--- src/rtl/ann_class_smoother.sv ---
// Debounces the per-beat argmax of four signed ANN scores into a stable class.
// Two-stage pipeline with a single global advance so the whole path stalls together.
module ann_class_smoother #(
  parameter int unsigned HOLD_COUNT = 3,
  parameter int unsigned MIN_MARGIN = 16
) (
  input  logic               clk,
  input  logic               rst,
  input  logic signed [15:0] o0,
  input  logic signed [15:0] o1,
  input  logic signed [15:0] o2,
  input  logic signed [15:0] o3,
  input  logic               in_valid,
  output logic               in_ready,
  output logic               out_valid,
  input  logic               out_ready,
  output logic [1:0]         raw_class,
  output logic [1:0]         stable_class,
  output logic               stable_ok,
  output logic               class_change,
  output logic [15:0]        top_mag,
  output logic [15:0]        margin
);

  localparam int unsigned DW = 16;
  localparam int unsigned CW = 4;
  localparam int unsigned NS = 4;

  typedef enum logic [0:0] {EMPTY = 1'b0, LOCKED = 1'b1} state_t;

  // Magnitude with the most negative code saturated to the largest positive one
  function automatic logic [DW-1:0] mag_of(input logic signed [DW-1:0] x);
    if (!x[DW-1])
      return DW'(x);
    else if (x == {1'b1, {(DW-1){1'b0}}})
      return {1'b0, {(DW-1){1'b1}}};
    else
      return DW'(-x);
  endfunction

  logic          en;
  logic          a_valid;
  logic [DW-1:0] a_mag [NS];

  state_t        state, state_n;
  logic [1:0]    candidate, cand_n;
  logic [CW-1:0] count, cnt_n;
  logic [1:0]    stable_n;
  logic          change_n;

  logic [1:0]    win;
  logic [DW-1:0] top, second, mar;

  assign en       = !out_valid || out_ready;
  assign in_ready = en;

  // Stage A: register input magnitudes
  always_ff @(posedge clk or posedge rst) begin
    if (rst) begin
      a_valid <= 1'b0;
      for (int i = 0; i < NS; i++) a_mag[i] <= '0;
    end else if (en) begin
      a_valid <= in_valid;
      if (in_valid) begin
        a_mag[0] <= mag_of(o0);
        a_mag[1] <= mag_of(o1);
        a_mag[2] <= mag_of(o2);
        a_mag[3] <= mag_of(o3);
      end
    end
  end

  // Argmax with lowest-index tie break, then margin over the best of the rest
  always_comb begin
    win    = 2'd0;
    top    = a_mag[0];
    second = '0;
    for (int i = 1; i < NS; i++) begin
      if (a_mag[i] > top) begin
        top = a_mag[i];
        win = 2'(i);
      end
    end
    for (int i = 0; i < NS; i++) begin
      if (2'(i) != win && a_mag[i] > second) second = a_mag[i];
    end
    mar = top - second;
  end

  // Debounce next-state for a beat entering stage B
  always_comb begin
    state_n  = state;
    cand_n   = candidate;
    cnt_n    = count;
    stable_n = stable_class;
    change_n = 1'b0;
    if (mar >= DW'(MIN_MARGIN)) begin
      if (win == candidate) begin
        if (count < CW'(HOLD_COUNT)) cnt_n = count + CW'(1);
      end else begin
        cand_n = win;
        cnt_n  = CW'(1);
      end
      if (cnt_n == CW'(HOLD_COUNT)) begin
        if (state == EMPTY) begin
          stable_n = cand_n;
          state_n  = LOCKED;
          change_n = 1'b1;
        end else if (cand_n != stable_class) begin
          stable_n = cand_n;
          change_n = 1'b1;
        end
      end
    end else begin
      cnt_n = '0;
    end
  end

  // Stage B: result and debounce state registers
  always_ff @(posedge clk or posedge rst) begin
    if (rst) begin
      out_valid    <= 1'b0;
      raw_class    <= '0;
      top_mag      <= '0;
      margin       <= '0;
      stable_class <= '0;
      stable_ok    <= 1'b0;
      class_change <= 1'b0;
      state        <= EMPTY;
      candidate    <= '0;
      count        <= '0;
    end else if (en) begin
      out_valid <= a_valid;
      if (a_valid) begin
        raw_class    <= win;
        top_mag      <= top;
        margin       <= mar;
        candidate    <= cand_n;
        count        <= cnt_n;
        state        <= state_n;
        stable_class <= stable_n;
        stable_ok    <= (state_n == LOCKED);
        class_change <= change_n;
      end else begin
        class_change <= 1'b0;
      end
    end
  end

endmodule

--- config.mk ---
export PLATFORM = sky130hd
export DESIGN_NAME = ann_class_smoother
export DESIGN_NICKNAME = d
export VERILOG_FILES = /design/src/rtl/ann_class_smoother.sv
export SDC_FILE = /design/constraint.sdc
export NUM_CORES = 1
export LEC_CHECK = 0
export ABC_AREA = 1
export BUFFER_PORTS_ARGS = -buffer_cell sky130_fd_sc_hd__buf_2
export CAP_MARGIN = 20
export CORE_ASPECT_RATIO = 0.8
export CORE_MARGIN = 2
export CORE_UTILIZATION = 62
export CTS_BUF_LIST = sky130_fd_sc_hd__clkbuf_2 sky130_fd_sc_hd__clkbuf_4 sky130_fd_sc_hd__clkbuf_8
export DETAILED_ROUTE_END_ITERATION = 8
export GPL_TIMING_DRIVEN = 0
export PLACE_DENSITY = 0.85
export SLEW_MARGIN = 40
export SYNTH_ARGS = -nofsm -noshare
export SYNTH_HDL_FRONTEND = slang
export SYNTH_SLANG_ARGS = --single-unit
export TNS_END_PERCENT = 1
--- constraint.sdc ---
create_clock -name clk -period 13.56 [get_ports clk]
set_clock_uncertainty 0.15 [all_clocks]
set_input_delay 0 -clock clk [delete_from_list [all_inputs] [get_ports clk]]
set_output_delay 0 -clock clk [all_outputs]
set_load 0.02 [all_outputs]
==> summary.md <==
| Metric | Value |
|---|---|
| Outcome | `finished with violations` |
| Failing checks | `DRC` |
| Die area | `16,200 µm²` |
| Commonest cells after routing, fill and taps aside | `nand2_1, o21ai_0, inv_1` |
| Commonest non-fill, non-tap cell in the layout | `nand2_1` |
| GP Congestion | `0.969` |
| Worst Reg-to-Reg Cells | `82` |
| H-tree levels | `3` |
| Final setup margin | `0.227 ns` |
| Max stage delay on crit path | `0.42 ns` |
| Post-Syn Nets | `1,509` |
| Area leader, netlist | `dfrtp_1` |
| Clk slew on worst S/H paths | `0.11 ns` |
| Crit Path Class | `flop to flop` |
| Highest clock rate | `0.0750 GHz` |
| Vias in the first global route | `9,946` |
| CTS tree | `done` |
| Grt ovf | `0` |
| Least-Margin Pin Slew | `0.877 ns` |
| MaxCap Viol Count | `0` |
| CP Data Required Time | `13.70 ns` |
| Layout area overhead | `23.3%` |
| First-pass GRT wire length | `48.6 mm` |
| Drt total wl | `31.6 mm` |
| Mapped Avg Cell Area | `7.12 µm²` |
| Ys async rst share | `100%` |
| Root buffer cell | `clkbuf_8` |
| Core Area | `15,000 µm²` |
| Vias post-DR | `10,772` |
| Count of cell types in the netlist | `54` |
| Max-slew violation count | `0` |
| Layout cells sized above 1 | `13.5%` |
| R2r endpoint | `state` |
| FF-to-FF Start | `a_mag[63]` |
| CP Capture Point | `state` |
| Remaining DRCs | `30` |
| DR iter-0 viols | `1,551` |
| Crit path launch | `a_mag[63]` |
| Largest delay share family, worst path | `simple AND/OR/NAND/NOR gates` |
| Util after Layout | `77.8%` |
| Worst-skew pair later-pin latency | `0.41 ns` |
| Synth warn | `0` |
| CTS Sinks | `110` |
| Initial DRT Pass Iterations | `9` |
| Crit path DAT | `13.47 ns` |
| Via/cell ratio | `6.17` |
| Ports | `108` |
| Crit path depth | `82` |
| Startpoint types | `flop` |
| Setup-failing EPs final | `0` |
| Initial antenna violation count | `1` |
| Reg-to-reg setup timing slack | `0.23 ns` |
| Final-stage net count | `1,733` |
| Port bufs | `103` |
| Routed Antenna Nets | `0` |
| Final period util | `98.3%` |
| Mapped cell area | `9440 µm²` |
| Main synth FF type | `dfrtp_1` |
| Final Critical Period | `13.33 ns` |
| Hpwl dp | `21.4 mm` |
| Post-synth EDFFs | `0` |
| Worst path slowest cell | `dfrtp_1` |
| Most common cell on crit path | `nand2_1` |
| Tot GR Track Use | `37.9%` |
| Worst-path fanout max | `12` |
| Largest net degree at the start of global routing | `63` |
| CTS buffer count | `9` |
| Pre-CTS setup slack | `-0.745 ns` |
| Row cnt | `40` |
| Average routed wire per standard cell | `18.1 µm` |
| Die Y | `114 µm` |
| Hold Path Class | `input port to flop` |
| Worst Setup End Kind | `flop` |
| Chip width | `142 µm` |
| Relative slew slack | `41.5%` |
| Synth area leaders | `dfrtp_1, ha_1, nand2_1` |
| Post-synthesis sequential area ratio | `29.2%` |
| Hold Vio Cnt, Final | `0` |
| Maximum buffer depth of the clock tree | `2` |
| Yosys top cell area share | `29.2%` |
| CP Buf/Inv Count | `11` |
| Initial Utilization | `63.1%` |
| Number of synthesized register bits | `110` |
| Mapped Cells | `1,326` |
## cell usage after synthesis, types with 5 or more instances
cell and number:
o21ai_0 153, ha_1 114, inv_1 136, nand3_1 41, dfrtp_1 110, nand2_2 9
nor2_1 97, nor3b_1 6, xor2_1 32, buf_1 6, or2_2 9, a22oi_1 9
nand2_1 349, xnor2_1 21, o22ai_1 7, a21oi_1 74, nor4_1 6, nor3_1 18
o21ai_1 5, nand3_2 5, clkbuf_1 36, a31oi_1 9, nand4_1 12
## logic make-up (layout without fill, tap and decap cells)
| group | count (synthesis) | in the layout | synth area share, % |
|---|---|---|---|
| other | 0 | 1 | 0 |
| and+or+nand+nor | 575 | 575 | 26.4 |
| xor gates and xnor gates | 53 | 53 | 4.92 |
| adders and majority gates | 115 | 115 | 15.3 |
| buffers and inverters | 184 | 413 | 7.32 |
| AOI/OAI and AO/OA | 289 | 289 | 16.9 |
| DFF | 110 | 110 | 29.2 |
## layout make-up
class	count	area, µm²
tap	189	236
timing repair buffer	214	1620
inverter	142	541
multi-input combinational	1032	6090
clock buffer	10	131
antenna	1	2.50
fill	1018	3320
buffer	41	221
clock inverter	6	47.5
sequential	110	2760
## metal layers
metal | part of all wire, % | global-route usage (%) | up-vias
met2 | 44 | 59.1 | 783
li1 | - | - | 4877
met4 | 4.5 | 15.3 | 0
met5 | 0 | 0 | -
met1 | 39 | 50.3 | 4934
met3 | 13 | 10.4 | 178
## worst register-to-register path, delay by kind of cell (launching register included)
kind | cells | cell delay [ns]
AOI/OAI and AO/OA | 20 | 3.20
DFF | 1 | 0.42
buffers and inverters | 11 | 1.56
adders and majority gates | 8 | 2.49
and+or+nand+nor | 42 | 5.20
xor gates and xnor gates | 1 | 0.21
## how the worst min path moves through the flow
stage / start / end / slack, ns / cells after the start
detailed placement: rst / class_change / -0.13 / 2
global route: o3[15] / a_mag[5] / 0.1 / 4
finish: o3[15] / a_mag[5] / 0.05 / 4
global placement: out_ready / class_change / 0.13 / 4
CTS: o3[15] / a_mag[5] / 0.03 / 4
floorplan: o1[9] / a_mag[41] / 0.004 / 2
## per-stage QoR
| step | cells | TNS, ns | instance area [µm²] | hold slack (ns) |
|---|---|---|---|---|
| floorplan | 1326 | 0 | 9440 | 0.00412 |
| global placement | 1618 | -3.34 | 10200 | 0.129 |
| detailed placement | 1619 | -6.19 | 10200 | -0.131 |
| CTS | 1733 | 0 | 11400 | 0.0284 |
| global route | 1745 | -2.48 | 11600 | 0.0955 |
| finish | 1745 | 0 | 11600 | 0.0468 |
## registers in the layout, indices dropped and copies added, names as in the netlist
signal / count
state: 1
out_valid: 1
raw_class: 2
class_change: 1
top_mag: 16
margin: 16
stable_class: 2
count: 4
a_mag: 64
a_valid: 1
candidate: 2
## timing repair
item / 4_1_cts / 5_1_grt
hold buffers: 99 / 0
endpoints found under the hold margin: 177 / 0
pin swaps: 0 / 10
buffers inserted: 0 / 11
gates resized for setup: 16 / 82
setup endpoints to repair: 12 / 15
Power is left out: the tool's default activity adds up to more than one toggle a clock period on the data nets, which glitch-free logic cannot reach.
